--- src/rtl/pwm_fade_sequencer.sv ---
// Duty-level controller for the PWM LED dimmer: MANUAL follows sw, BREATHE ramps/holds.
// Optional FADE_GAMMA_EN maps level through a square-law LUT before the target register.
module pwm_fade_sequencer #(
    parameter int DUTY_W     = 4,
    parameter int STEP_DIV   = 50000,
    parameter int HOLD_STEPS = 8
) (
    input  logic              clk,
    input  logic              reset,
    input  logic [DUTY_W-1:0] sw,
    input  logic              mode_btn,
    input  logic              period_end,
    output logic [DUTY_W-1:0] duty,
    output logic              duty_upd,
    output logic              mode
);

    localparam int PS_W = (STEP_DIV > 1) ? $clog2(STEP_DIV) : 1;
    localparam int HC_W = (HOLD_STEPS > 1) ? $clog2(HOLD_STEPS) : 1;

    localparam logic [DUTY_W-1:0] LVL_MAX   = {DUTY_W{1'b1}};
    localparam logic [PS_W-1:0]   PS_LAST   = PS_W'(STEP_DIV - 1);
    localparam logic [HC_W-1:0]   HOLD_LAST =
        HC_W'((HOLD_STEPS > 0) ? HOLD_STEPS - 1 : 0);
    localparam bit                NO_HOLD   = (HOLD_STEPS == 0);

    typedef enum logic [2:0] {
        S_MANUAL,
        S_RAMP_UP,
        S_HOLD_HI,
        S_RAMP_DOWN,
        S_HOLD_LO
    } state_t;

    state_t            state;
    state_t            state_n;
    logic [DUTY_W-1:0] level;
    logic [DUTY_W-1:0] level_n;
    logic [HC_W-1:0]   hold_cnt;
    logic [HC_W-1:0]   hold_n;
    logic [PS_W-1:0]   prescaler;
    logic [DUTY_W-1:0] target;
    logic [DUTY_W-1:0] mapped;
    logic              btn_q;
    logic              btn_edge;
    logic              tick;

    assign btn_edge = mode_btn & ~btn_q;
    assign tick     = (state != S_MANUAL) && (prescaler == PS_LAST);

`ifdef FADE_GAMMA_EN
    localparam int LUT_N = 2 ** DUTY_W;
    localparam int LUT_M = LUT_N - 1;

    logic [DUTY_W-1:0] gamma_lut [LUT_N];

    for (genvar i = 0; i < LUT_N; i++) begin : g_lut
        assign gamma_lut[i] = DUTY_W'((i * i + LUT_M / 2) / LUT_M);
    end

    assign mapped = gamma_lut[level];
`else
    assign mapped = level;
`endif

    // Step prescaler: free-runs only while breathing, restarted by a mode toggle
    always_ff @(posedge clk) begin
        if (reset) begin
            prescaler <= '0;
        end else if (btn_edge || state == S_MANUAL || tick) begin
            prescaler <= '0;
        end else begin
            prescaler <= prescaler + 1'b1;
        end
    end

    // Mode FSM next state, level and hold counter; a button edge overrides a tick
    always_comb begin
        state_n = state;
        level_n = level;
        hold_n  = hold_cnt;
        if (btn_edge) begin
            hold_n = '0;
            if (state == S_MANUAL) begin
                state_n = S_RAMP_UP;
                level_n = sw;
            end else begin
                state_n = S_MANUAL;
            end
        end else begin
            unique case (state)
                S_MANUAL: begin
                    level_n = sw;
                end
                S_RAMP_UP: begin
                    if (tick) begin
                        if (level != LVL_MAX) begin
                            level_n = level + 1'b1;
                        end else if (NO_HOLD) begin
                            state_n = S_RAMP_DOWN;
                        end else begin
                            state_n = S_HOLD_HI;
                        end
                    end
                end
                S_HOLD_HI: begin
                    if (tick) begin
                        if (hold_cnt == HOLD_LAST) begin
                            state_n = S_RAMP_DOWN;
                            hold_n  = '0;
                        end else begin
                            hold_n = hold_cnt + 1'b1;
                        end
                    end
                end
                S_RAMP_DOWN: begin
                    if (tick) begin
                        if (level != '0) begin
                            level_n = level - 1'b1;
                        end else if (NO_HOLD) begin
                            state_n = S_RAMP_UP;
                        end else begin
                            state_n = S_HOLD_LO;
                        end
                    end
                end
                S_HOLD_LO: begin
                    if (tick) begin
                        if (hold_cnt == HOLD_LAST) begin
                            state_n = S_RAMP_UP;
                            hold_n  = '0;
                        end else begin
                            hold_n = hold_cnt + 1'b1;
                        end
                    end
                end
                default: begin
                    state_n = S_MANUAL;
                end
            endcase
        end
    end

    // FSM state, level, hold counter, button history and mode flag
    always_ff @(posedge clk) begin
        if (reset) begin
            state    <= S_MANUAL;
            level    <= '0;
            hold_cnt <= '0;
            btn_q    <= 1'b0;
            mode     <= 1'b0;
        end else begin
            state    <= state_n;
            level    <= level_n;
            hold_cnt <= hold_n;
            btn_q    <= mode_btn;
            mode     <= (state_n != S_MANUAL);
        end
    end

    // Shadow target trails level by one clock (optionally gamma-mapped)
    always_ff @(posedge clk) begin
        if (reset) begin
            target <= '0;
        end else begin
            target <= mapped;
        end
    end

    // Commit the shadow target only at the dimmer's period boundary
    always_ff @(posedge clk) begin
        if (reset) begin
            duty     <= '0;
            duty_upd <= 1'b0;
        end else if (period_end && (target != duty)) begin
            duty     <= target;
            duty_upd <= 1'b1;
        end else begin
            duty_upd <= 1'b0;
        end
    end

endmodule

--- config.mk ---
export PLATFORM = sky130hd
export DESIGN_NAME = pwm_fade_sequencer
export DESIGN_NICKNAME = d
export VERILOG_FILES = /design/src/rtl/pwm_fade_sequencer.sv
export SDC_FILE = /design/constraint.sdc
export NUM_CORES = 1
export LEC_CHECK = 0
export ABC_AREA = 1
export BUFFER_PORTS_ARGS = -buffer_cell sky130_fd_sc_hd__buf_2
export CORE_MARGIN = 2
export CORE_UTILIZATION = 50
export CTS_CLUSTER_SIZE = 8
export DETAILED_ROUTE_END_ITERATION = 16
export PLACE_DENSITY = 0.79
export SYNTH_ARGS = -nofsm -noshare
export SYNTH_HDL_FRONTEND = slang
export SYNTH_SLANG_ARGS = --single-unit
--- constraint.sdc ---
create_clock -name clk -period 2.1 [get_ports clk]
set_input_delay 0.42 -clock clk [delete_from_list [all_inputs] [get_ports clk]]
set_output_delay 0.42 -clock clk [all_outputs]
set_load 0.01 [all_outputs]
==> Word-level counts from Yosys, hierarchy flattened <==
Index checks and enable logic that the tools add are counted.
{ "classes": {"addsub": 4, "multipliers": 0, "div_mod_pow": 0, "n_lt_le_gt_ge": 0, "n_eq_ne": 13, "shifts": 0, "n_mux": 20, "n_bitwise": 2, "reduce_logical": 14} }
{ "ops": {"columns": ["op", "n"], "rows": [
  ["3-bit two-way mux", 10],
  ["4-bit two-way mux", 6],
  ["16-bit by 1-bit adder with 16-bit output (second input constant)", 1],
  ["16-bit == test (second input constant)", 1],
  ["3-bit case mux with 5 select lines", 1],
  ["3-bit != test (second input constant)", 4],
  ["4-bit case mux with 3 select lines", 1],
  ["3-bit nonzero test", 3],
  ["3-bit by 2-bit == test with 1-bit output (second input constant)", 2],
  ["3-bit == test (second input constant)", 2],
  ["6-bit AND reduction", 1],
  ["2-bit OR reduction", 3],
  ["4-bit by 1-bit adder with 4-bit output (second input constant)", 1],
  ["4-bit != test", 1],
  ["4-bit != test (second input constant)", 1],
  ["4-bit nonzero test", 1],
  ["4-bit by 1-bit subtractor with 4-bit output (second input constant)", 1],
  ["3-bit by 1-bit adder with 3-bit output (second input constant)", 1],
  ["3-bit by 1-bit == test with 1-bit output (second input constant)", 1],
  ["3-bit logical NOT", 1],
  ["1-bit logical AND", 2],
  ["1-bit logical OR", 2],
  ["1-bit two-way mux", 2],
  ["2-bit by 1-bit != test with 1-bit output (second input constant)", 1],
  ["3 further kinds", 3]
]} }
{ "word_totals": {"reg_bits": 37, "latchBits": 0, "mem_bits_rw": 0, "rom_bits": 0, "in_bits": 8, "out_inout_bits": 6, "wordCells": 62, "memories": 0} }

==> Depth between registers and ports, before layout <==
{ "depth": {"depth_word": 6, "mapped_depth": 13, "mapped_depth_nobuf": 13} }

==> Worst setup path before layout <==
OpenSTA, ideal clock, no wires.
{ "synth_timing": {"path_type": "flip-flop to flip-flop", "start": "reg state[0]", "end": "reg level[3]", "setup_ns": 0.114, "t_arrival_ns": 1.599, "required_time_ns": 1.986, "setup_slack_ns": 0.387, "path_stages_with_launch": 14, "path_buffers": 0, "synth_period_minus_slack_ns": 1.713, "path_cell_list": "dfxtp_1 -> inv_2 -> nor2_2 -> nand2_2 -> inv_4 -> ha_1 -> nand2_1 -> nor2_1 -> a211oi_1 -> xnor2_1 -> nand2_1 -> nand2_1 -> nor2_1 -> nor2_2"} }
{ "synth_between": {"elab_chain_len": 4, "word_cells_on_any_way": 14, "classes_between": "eq/ne: 7; mux: 2; reduce/logical: 5"} }
{ "synth_rtl": {"columns": ["element", "line_no", "source"], "rows": [
  ["start, declared", "35", "state_t state;"],
  ["start signal, assigned", "153", "state <= state_n;"],
  ["3-bit nonzero test", "49", "assign tick = (state != S_MANUAL) && (prescaler == PS_LAST);"],
  ["1-bit logical AND", "49", null],
  ["3-bit != test (no line)", null, null],
  ["6-bit AND reduction (no line)", null, null],
  ["end signal, assigned", "154", "level <= level_n;"],
  ["end, declared", "37", "logic [DUTY_W-1:0] level;"]
]} }
Several ways; a longest one is shown, not always the timed one.
A chain may end at the register's enable or synchronous reset.

==> Worst setup path after layout <==
Same ends and word-level chain as after synthesis.

==> reports/qor.log <==
[power] power share of the clock group 37.3%
[routing] DRC viols 0
[clock_network] Resized cells post-CTS 0
[floorplan] area of the die 4450 um2
[floorplan] area of the core 3720 um2
[clock_network] cell at the root of the clock tree clkbuf_8
[logic_synthesis] fraction of synthesized cell area taken by the top area cell type 37.7%
[timing] achievable frequency 0.546 GHz
[global_routing] antenna violations before repair 0
[logic_synthesis] Area contributors post-synth dfxtp_1 38%, nand2_1 7.6%, nor2_1 6.9%
[global_routing] largest net degree at the start of global routing 14
[worst_setup_path] endpoint of the worst-slack reg-to-reg timing path level[3]$_SDFFE_PP0P_
[timing] slew at the pin with the worst max-slew slack 0.327 ns
[power] switching power total 368 uW
[min_path] Endpoint, Worst Hold btn_q$_SDFF_PP0_
[clock_network] clock slew at the register clock pins of the worst setup and hold paths 0.07 ns
[worst_setup_path] most used cell, CP nand2_1
[routing] routed via count 1611
[power] Worst VDD drop 371 uV
[logic_synthesis] post-synthesis net count 270
[power] Int Pwr 1.09 mW
[routing] Pre-Repair DR Iteration Count 5
[logic_synthesis] area leader, netlist dfxtp_1
[outcome] result of the run completed
[worst_setup_path] launching element type of the critical path flip-flop
[cells_and_area] fraction of layout cells with a size suffix above 1 23.7%
[logic_synthesis] register area share after synthesis 37.7%
[logic_synthesis] leading cell type by number of instances after synthesis nand2_1
[logic_synthesis] average footprint of a synthesized cell 7.68 um2
[timing] post-route clock skew 0.00877 ns
[min_path] instance count along the most critical hold path 3
[cells_and_area] fill count 361
[clock_network] Num Clock Sinks 37
[job] max-cap violation count 0
[worst_setup_path] kind of end point of the critical path flip-flop
[cells_and_area] area growth from synthesis to layout 10.8%
[routing] antenna violation net count after detailed routing 0
[worst_setup_path] depth of the worst register-to-register path 13
[global_routing] number of global-route vias before repair 1519
[global_routing] global-route wire length before repair 6.11 mm
[global_routing] total global-route track usage 18.0%
[power] post-layout total power 1.45 mW
[worst_setup_path] start-to-end type of the worst setup path reg -> reg
[timing] final setup TNS 0 ns
[power] leakage power figure 0.912 nW
[routing] Wirelength per Cell 10.5 um
[clock_network] number of H-tree branching levels 2
[worst_setup_path] worst reg2reg startpoint state[0]$_SDFF_PP0_
[timing] RSZ-0062 raised after global routing no
[logic_synthesis] Post-Synthesis Cell Area 1970 um2
[floorplan] die outline height 66.7 um
[logic_synthesis] primary flip-flop cell chosen by synthesis mapping dfxtp_1
[timing] worst-case headroom to the max-slew limit 78.0%
[logic_synthesis] count of unique library cells instantiated by Yosys 35
[worst_setup_path] Max Fanout on Critical Path 4
[clock_network] number of buffers inserted to repair setup after CTS 0
[clock_network] CTS Buffer Depth 2
[min_path] hold path startpoint mode_btn
[logic_synthesis] flop and latch count out of synthesis 37
[worst_setup_path] critical path's largest stage delay 0.40 ns
[logic_synthesis] number of synthesized flops with an enable pin 0
[clock_network] # hold bufs at CTS 0
[worst_setup_path] FF-to-FF setup slack 0.27 ns
[placed_design] quantity of I/O buffers inserted on ports 13
[cells_and_area] Final Net Count 287
[power] logic gate share of total power 11.1%
[worst_setup_path] cells along the critical path inv_2 > nor2_2 > nand2_2 > inv_4 > ha_1 > nand2_1 > nor2_1 > a211oi_1 > xnor2_1 > nand2_1 > nand2_1 > nor2_1 > nor2_2
[worst_setup_path] Data arrival, critical path 2.06 ns
[min_path] Worst Hold Class in -> reg
[placed_design] final weighted congestion in routability-driven placement 0.879
[floorplan] number of top-level pins 14
[logic_synthesis] total number of yosys warnings 0
[power] total power divided by cell area 668 nW/um2
[clock_network] TritonCTS clock tree done
[timing] crit share post-route 87.2%
[worst_setup_path] critical-path cell with the highest stage delay dfxtp_1
[timing] max-slew violation count 0
[placed_design] Post-DP HPWL 2.67 mm
[routing] first-iteration detailed-routing DRC count 66
[logic_synthesis] list of most frequent post-synthesis cells 40 x nand2_1, 37 x dfxtp_1, 36 x nor2_1, 24 x inv_1
[timing] final count of hold timing violations 0
[floorplan] chip width 66.7 um
[clock_network] later-pin clock latency in the skew report 0.28 ns
[worst_setup_path] worst path required time 2.33 ns
[floorplan] starting density of the core 52.9%
[timing] Setup-failing EPs final 0
[clock_network] clock buffers created by TritonCTS 5
[power] Seq pwr share 51.6%
[logic_synthesis] proportion of synthesized flip-flops having asynchronous set or reset 0%
[routing] via count normalized by instance count 5.00
[logic_synthesis] Post-Syn Instances 256
[routing] Post-Route WL 3.38 mm
[timing] post-layout min period 1.83 ns
[cells_and_area] number of antenna repair diodes 0
[floorplan] total number of placement rows 22
[global_routing] GRT overflow 0
[power] Net Sw Frac 25.3%
==> registers in the layout (all words and copies together), names as in the netlist <==
signal	cells
level	4
prescaler	16
duty	4
mode	1
target	4
state	3
btn_q	1
hold_cnt	3
duty_upd	1
==> critical path, delay by kind of cell (launching register included) <==
kind | cells | cell delay [ns]
AO/OA/AOI/OAI | 1 | 0.21
buffers and inverters | 2 | 0.17
XOR/XNOR | 1 | 0.15
flip-flops | 1 | 0.40
AND/OR/NAND/NOR | 8 | 0.60
adder cells (fa/ha/maj) | 1 | 0.26
==> cell usage in the layout (no fill, tap or decap), types with 7 or more instances in the layout <==
cell	netlist	layout
nand3_1	11	11
nor2_2	8	8
dfxtp_1	37	37
nand2_1	40	40
inv_1	24	24
clkbuf_8	0	7
inv_2	9	9
nor2_1	36	36
buf_2	2	13
a21oi_1	8	8
xor2_1	11	11
o21ai_0	10	10
nand2_2	7	7
==> per-layer routing <==
metal | share of wire (%) | up-vias | GRT usage (%)
met4 | 2.0 | 0 | 8.42
li1 | - | 856 | -
met5 | 0 | - | 0
met1 | 48 | 711 | 22.3
met2 | 45 | 35 | 29.5
met3 | 5.1 | 9 | 4.05
==> power groups by stage <==
stage,logic [mW],clock network (mW),registers (mW)
after global routing,0.185,0.583,0.755
after global placement,0.157,0,0.767
after floorplan,0.115,0,0.770
final,0.161,0.543,0.751
after detailed placement,0.162,0,0.767
after CTS,0.163,0.556,0.751
==> area by class of cell <==
type,instances,area (um2),area share [%]
Multi-Input combinational cell,182,1080,49.7
Sequential cell,37,741,34.0
Inverter,34,130,5.97
Clock buffer,7,96.3,4.42
Timing Repair Buffer,13,65.1,2.99
Tap cell,48,60.1,2.76
Clock inverter,1,5.00,0.230
==> cells by family after synthesis <==
logic type	count (synthesis)	synth area share [%]
AOI/OAI and AO/OA	33	10.4
xor gates and xnor gates	14	6.23
adders and majority gates	6	4.20
buffers and inverters	37	7.32
DFF	37	37.7
and+or+nand+nor	129	34.2
==> worst max path at each step <==
| stage | from | end | slack, ns | depth (start not counted) |
|---|---|---|---|---|
| floorplan | state[0]$_SDFF_PP0_ | level[3]$_SDFFE_PP0P_ | 0.39 | 13 |
| global placement | state[0]$_SDFF_PP0_ | level[3]$_SDFFE_PP0P_ | 0.33 | 13 |
| detailed placement | state[0]$_SDFF_PP0_ | level[3]$_SDFFE_PP0P_ | 0.27 | 13 |
| CTS | state[0]$_SDFF_PP0_ | level[3]$_SDFFE_PP0P_ | 0.26 | 13 |
| global route | state[0]$_SDFF_PP0_ | level[3]$_SDFFE_PP0P_ | 0.03 | 13 |
| finish | state[0]$_SDFF_PP0_ | level[3]$_SDFFE_PP0P_ | 0.27 | 13 |
==> metrics by stage <==
stage	worst slack, ns	hold WS, ns	instances	util [%]	area (um2)
after floorplan	0.387	0.429	256	-	1970
after global placement	0.329	0.439	314	55.9	2080
after detailed placement	0.272	0.453	314	55.9	2080
after CTS	0.258	0.377	322	58.7	2180
after global routing	0.0332	0.415	322	58.7	2180
final	0.270	0.376	322	58.7	2180
Note: power is estimated with default switching activity, not from simulation.
